File: src/rtl/instr_control_sequencer.sv
// Hardwired control sequencer: fetches (T0-T2) and executes (T3-T6) ALU3, mul/div, nop and halt
// instructions by decoding the datapath IR into per-cycle control strobes.
module instr_control_sequencer #(
   parameter int unsigned CNT_W = 16
) (
   input  logic             clock,
   input  logic             clear,
   input  logic             run,
   input  logic             mem_ready,
   input  logic [31:0]      ir,
   output logic             PCout,
   output logic             Zlowout,
   output logic             Zhighout,
   output logic             MDRout,
   output logic             MARin,
   output logic             Zin,
   output logic             PCin,
   output logic             MDRin,
   output logic             IRin,
   output logic             Yin,
   output logic             IncPC,
   output logic             Read,
   output logic             HIin,
   output logic             LOin,
   output logic [15:0]      Rout,
   output logic [15:0]      Rin,
   output logic [4:0]       opcode,
   output logic             halted,
   output logic             illegal_op,
   output logic [CNT_W-1:0] instr_count
);

   localparam logic [3:0] S_IDLE = 4'd0;
   localparam logic [3:0] S_T0   = 4'd1;
   localparam logic [3:0] S_T1   = 4'd2;
   localparam logic [3:0] S_T2   = 4'd3;
   localparam logic [3:0] S_T3   = 4'd4;
   localparam logic [3:0] S_T4   = 4'd5;
   localparam logic [3:0] S_T5   = 4'd6;
   localparam logic [3:0] S_T6   = 4'd7;
   localparam logic [3:0] S_HALT = 4'd8;

   logic [3:0] state;
   logic [3:0] state_nxt;
   logic       retire;

   logic [4:0] op;
   logic [3:0] ra;
   logic [3:0] rb;
   logic [3:0] rc;
   logic       is_alu;
   logic       is_md;
   logic       is_nop;
   logic       is_halt;
   logic       ir_unused;

   // IR field and opcode-class decode
   assign op        = ir[31:27];
   assign ra        = ir[26:23];
   assign rb        = ir[22:19];
   assign rc        = ir[18:15];
   assign ir_unused = ^ir[14:0];
   assign is_alu    = (op <= 5'd12);
   assign is_md     = (op == 5'd15) || (op == 5'd16);
   assign is_nop    = (op == 5'd26);
   assign is_halt   = (op == 5'd27);

   always_ff @(posedge clock or negedge clear) begin
      if (!clear) begin
         state <= S_IDLE;
      end else begin
         state <= state_nxt;
      end
   end

   // Next state and strobe decode; run only matters in IDLE and at the retire cycle
   always_comb begin
      state_nxt  = state;
      retire     = 1'b0;
      PCout      = 1'b0;
      Zlowout    = 1'b0;
      Zhighout   = 1'b0;
      MDRout     = 1'b0;
      MARin      = 1'b0;
      Zin        = 1'b0;
      PCin       = 1'b0;
      MDRin      = 1'b0;
      IRin       = 1'b0;
      Yin        = 1'b0;
      IncPC      = 1'b0;
      Read       = 1'b0;
      HIin       = 1'b0;
      LOin       = 1'b0;
      Rout       = 16'd0;
      Rin        = 16'd0;
      opcode     = 5'd0;
      halted     = 1'b0;
      illegal_op = 1'b0;
      case (state)
         S_IDLE: begin
            if (run) state_nxt = S_T0;
         end
         S_T0: begin
            PCout     = 1'b1;
            MARin     = 1'b1;
            IncPC     = 1'b1;
            Zin       = 1'b1;
            state_nxt = S_T1;
         end
         S_T1: begin
            // Strobes stay up across the memory wait; reloading PC from Z is idempotent
            Zlowout = 1'b1;
            PCin    = 1'b1;
            Read    = 1'b1;
            MDRin   = 1'b1;
            if (mem_ready) state_nxt = S_T2;
         end
         S_T2: begin
            MDRout    = 1'b1;
            IRin      = 1'b1;
            state_nxt = S_T3;
         end
         S_T3: begin
            if (is_alu) begin
               Rout      = 16'd1 << rb;
               Yin       = 1'b1;
               state_nxt = S_T4;
            end else if (is_md) begin
               Rout      = 16'd1 << ra;
               Yin       = 1'b1;
               state_nxt = S_T4;
            end else if (is_halt) begin
               retire    = 1'b1;
               state_nxt = S_HALT;
            end else begin
               illegal_op = !is_nop;
               retire     = is_nop;
               state_nxt  = run ? S_T0 : S_IDLE;
            end
         end
         S_T4: begin
            Rout      = is_md ? (16'd1 << rb) : (16'd1 << rc);
            Zin       = 1'b1;
            opcode    = op;
            state_nxt = S_T5;
         end
         S_T5: begin
            Zlowout = 1'b1;
            if (is_md) begin
               LOin      = 1'b1;
               state_nxt = S_T6;
            end else begin
               Rin       = 16'd1 << ra;
               retire    = 1'b1;
               state_nxt = run ? S_T0 : S_IDLE;
            end
         end
         S_T6: begin
            Zhighout  = 1'b1;
            HIin      = 1'b1;
            retire    = 1'b1;
            state_nxt = run ? S_T0 : S_IDLE;
         end
         S_HALT: begin
            halted = 1'b1;
         end
         default: begin
            state_nxt = S_IDLE;
         end
      endcase
   end

   // Retired-instruction counter, wraps naturally at 2^CNT_W
   always_ff @(posedge clock or negedge clear) begin
      if (!clear) begin
         instr_count <= '0;
      end else if (retire) begin
         instr_count <= instr_count + CNT_W'(1);
      end
   end

endmodule

File: config.mk
export PLATFORM = sky130hd
export DESIGN_NAME = instr_control_sequencer
export DESIGN_NICKNAME = d
export VERILOG_FILES = /design/src/rtl/instr_control_sequencer.sv
export SDC_FILE = /design/constraint.sdc
export NUM_CORES = 1
export LEC_CHECK = 0
export CAP_MARGIN = 30
export CORE_MARGIN = 5
export CORE_UTILIZATION = 39
export CTS_CLUSTER_SIZE = 25
export DETAILED_ROUTE_END_ITERATION = 16
export GPL_TIMING_DRIVEN = 0
export PLACE_DENSITY = 0.8
export SETUP_SLACK_MARGIN = 0.3
export SLEW_MARGIN = 10
export SYNTH_ARGS = -nofsm -noshare
export SYNTH_HDL_FRONTEND = slang
export SYNTH_SLANG_ARGS = --single-unit
File: constraint.sdc
create_clock -name clock -period 2.3 [get_ports clock]
set_input_delay 0.23 -clock clock [delete_from_list [all_inputs] [get_ports clock]]
set_output_delay 0.23 -clock clock [all_outputs]
set_load 0.02 [all_outputs]
==> results.py <==
metrics = {
    "setup_path": {
        "crit_fanout": 5,
        "worstSetupPathType": "reg -> out",
        "worst_setup_path_end_kind": "output port",
        "cp.required_ns": 2.07,
        "setup.worst_path.start_class": "register",
        "crit_chain": "buf_6 -> or3_4 -> o22ai_4 -> nand3b_4 -> o221ai_2 -> buf_4",
        "critPathMaxStageDelay_ns": 0.46,
        "timing.critical_path.slowest_stage_cell": "dfrtp_2",
        "cp_data_arrival_time_ns": 2.07,
    },
    "sta": {
        "finalSetupViolations": 0,
        "fin_crit_sh_pct": 100,
        "hold-worst-slack_ns": 0.152,
        "fin_skew_ns": 0.00229,
        "post-route-min-period_ns": 2.30,
        "tns_ns": 0,
        "rsz0062_at_grt": "true",
        "layout_setup_ws_ns": 0.000299,
        "maximum_clock_frequency_mhz": 435,
        "final_hold_viol_count": 0,
        "worst_slew_pin_slew_ns": 0.461,
        "timing.slew.headroom_pct": 69.1,
        "slew_violations": 0,
    },
    "logic_synthesis": {
        "syn_nets": 285,
        "netlist_top_cells_count": "nand2_1, nor2_1, dfrtp_1",
        "syn_avg_cell_area_um2": 7.51,
        "synth_top_area_cell": "dfrtp_1",
        "seq_area_frac_synth_pct": 26.9,
        "post_synthesis_cells": 248,
        "ys_seq_elements": 20,
        "yosysTopAreaCellShare_pct": 26.9,
        "async_flop_share_pct": 100,
        "mappedNetlistArea_um2": 1860,
        "yosys_most_used_dff": "dfrtp_1",
        "ys_warnings": 0,
        "synth_edf_count": 0,
        "yosysMostFrequentCell": "nand2_1",
        "cell_types_with_the_largest_area_share_after_synthesis": "dfrtp_1, nand2_1, nand4_1, nor2_1, xnor2_1",
        "synth_cell_types": 49,
    },
    "route": {
        "viasPerCell": 5.86,
        "drc": 0,
        "wire_per_inst_um": 17.6,
        "ant_nets": 0,
        "detail_route.wirelength_mm": 7.42,
        "detailed_router_s_first_iteration_violation_count": 196,
        "detailroute.via_count": 2472,
        "detail_route.first_pass.iterations": 4,
    },
    "clocking": {
        "post_cts_hold_buffer_count": 0,
        "cts_made_buffers": 3,
        "clk_path_buf_depth": 2,
        "clock_insertion_delay_worst_skew_ns": 0.26,
        "tritoncts": "yes",
        "cts_num_sinks": 20,
        "clock-root-buffer": "clkbuf_8",
        "max_h_tree_level": 1,
        "clk_pin_slew_ns": 0.08,
    },
    "placement": {
        "gp_congestion": 0.909,
        "placement.io_buffers": 86,
        "placedCellCount": 388,
        "dp_slack_ns": -0.863,
        "dpl.hpwl_mm": 4.76,
        "placedInstanceArea_um2": 2790,
    },
    "die": {
        "core_area_um2": 4690,
        "fp-row-count": 25,
        "floorplan.die_area_um2": 6260,
        "die_x_um": 79.1,
        "start_util_pct": 39.7,
        "ioPinCount": 105,
        "die_h_um": 79.1,
    },
    "power_and_ir_drop": {
        "static-leakage-power_nw": 1.50,
        "p_switching_mw": 1.01,
        "power_frac_seq_pct": 22.1,
        "power-per-cell-area_nw_per_um2": 660,
        "swShare_pct": 45.1,
        "vdd_ir_drop_max_uv": 333,
        "cell_internal_pwr_mw": 1.23,
        "p_clk_share_pct": 12.2,
        "combPwrFrac_pct": 65.7,
    },
    "flow_run": {
        "drv_cap": 0,
    },
    "global_route": {
        "grt_use_total_pct": 21.9,
        "grt_start_max_net_pins": 21,
        "initial_antenna_violation_count": 0,
        "grt_first_pass_wirelength_mm": 11.2,
        "grt-ovfl-total": 0,
        "vias_in_the_first_global_route": 2399,
    },
    "finish": {
        "final_cell_area_um2": 3390,
        "area_delta_synth_final_pct": 82.1,
        "layout_cell_share_with_drive_strength_beyond_1_pct": 39.7,
        "antenna_cells_inserted": 0,
        "final-instance-count-excl-fill": 422,
        "nNetsFinal": 406,
    },
    "outcome": {
        "status": "finished clean",
    },
    "min_path": {
        "hold_class": "in -> async",
    },
}
-- worst paths after layout --
check,from,to,slack [ns],depth (start not counted)
worst max-delay path,state[1],Rout[10],0.0003,6
worst min-delay path,clear,instr_count[4],0.15,1
worst max register to register,state[2],instr_count[9],0.46,5
worst min register to register,instr_count[15],instr_count[15],0.48,1
max in group asynchronous,clear,state[1],1.78,2
min in group clock,ir[27],state[3],0.24,2
-- repair_timing --
| item | CTS | global route |
|---|---|---|
| gates cloned | 1 | 0 |
| resized for setup | 257 | 71 |
| buffers inserted | 22 | 5 |
| setup endpoints to repair | 61 | 42 |
| pin swaps | 18 | 20 |
-- placed cells by master, fill, tap and decap left out, drive strengths merged, types with 2 or more instances in the layout --
cell,count
o21bai,2
buf,82
a21oi,7
clkdlybuf4s50,29
xnor2,9
nor4,4
inv,9
nor3,14
dfrtp,20
clkbuf,10
o221ai,9
o21ai,4
nand3b,4
nand2,34
and3,5
xor2,6
nand3,7
or3,3
o22ai,5
o211ai,5
nor2,29
and2,4
a31oi,2
dlygate4sd2,14
nand2b,5
or2,3
nor2b,7
nand4,18
-- cell families after synthesis --
kind of cell	after synthesis	share of synthesized area (%)
and+or+nand+nor	142	39.4
xor gates and xnor gates	15	7.05
AOI/OAI and AO/OA	44	19.3
buffers and inverters	26	6.78
DFF	20	26.9
adders and majority gates	1	0.671
-- worst max-delay path: cells and delay by family (launching register included) --
kind                   cells  cell delay, ns
buffers and inverters      2            0.31
AOI/OAI and AO/OA          2            0.46
and+or+nand+nor            2            0.59
DFF                        1            0.46
-- power groups by stage --
stage	logic [mW]	clock network, mW	registers, mW
after global routing	1.56	0.288	0.501
after global placement	1.11	0	0.483
after detailed placement	1.13	0	0.483
after floorplan	0.644	0	0.509
final	1.47	0.274	0.494
after CTS	1.34	0.279	0.484
-- metrics by stage --
stage	power, mW	util, %
finish	2.24	72.3
global route	2.35	72.3
CTS	2.10	67.4
detailed placement	1.61	59.5
global placement	1.59	59.5
floorplan	1.15	-
-- layer usage --
| layer | share of wire, % | GRT usage (%) | vias up |
|---|---|---|---|
| met4 | 5.1 | 12.7 | 0 |
| met1 | 38 | 25.1 | 1134 |
| met3 | 6.8 | 3.85 | 36 |
| li1 | - | - | 1150 |
| met2 | 50 | 38.1 | 152 |
| met5 | 0 | 0 | - |
-- registers in the layout, summed over array words and instances (netlist names) --
| name | count |
|---|---|
| state | 4 |
| instr_count | 16 |
-- cell type report --
class	instances	area [um2]
Buffer	17	133
Timing Repair Buffer	115	1030
Clock buffer	4	55.1
Multi-Input combinational cell	203	1570
Sequential cell	20	502
Tap cell	54	67.6
Inverter	9	33.8
Fill cell	362	1300
No activity file was read; power rests on OpenSTA's default activity.
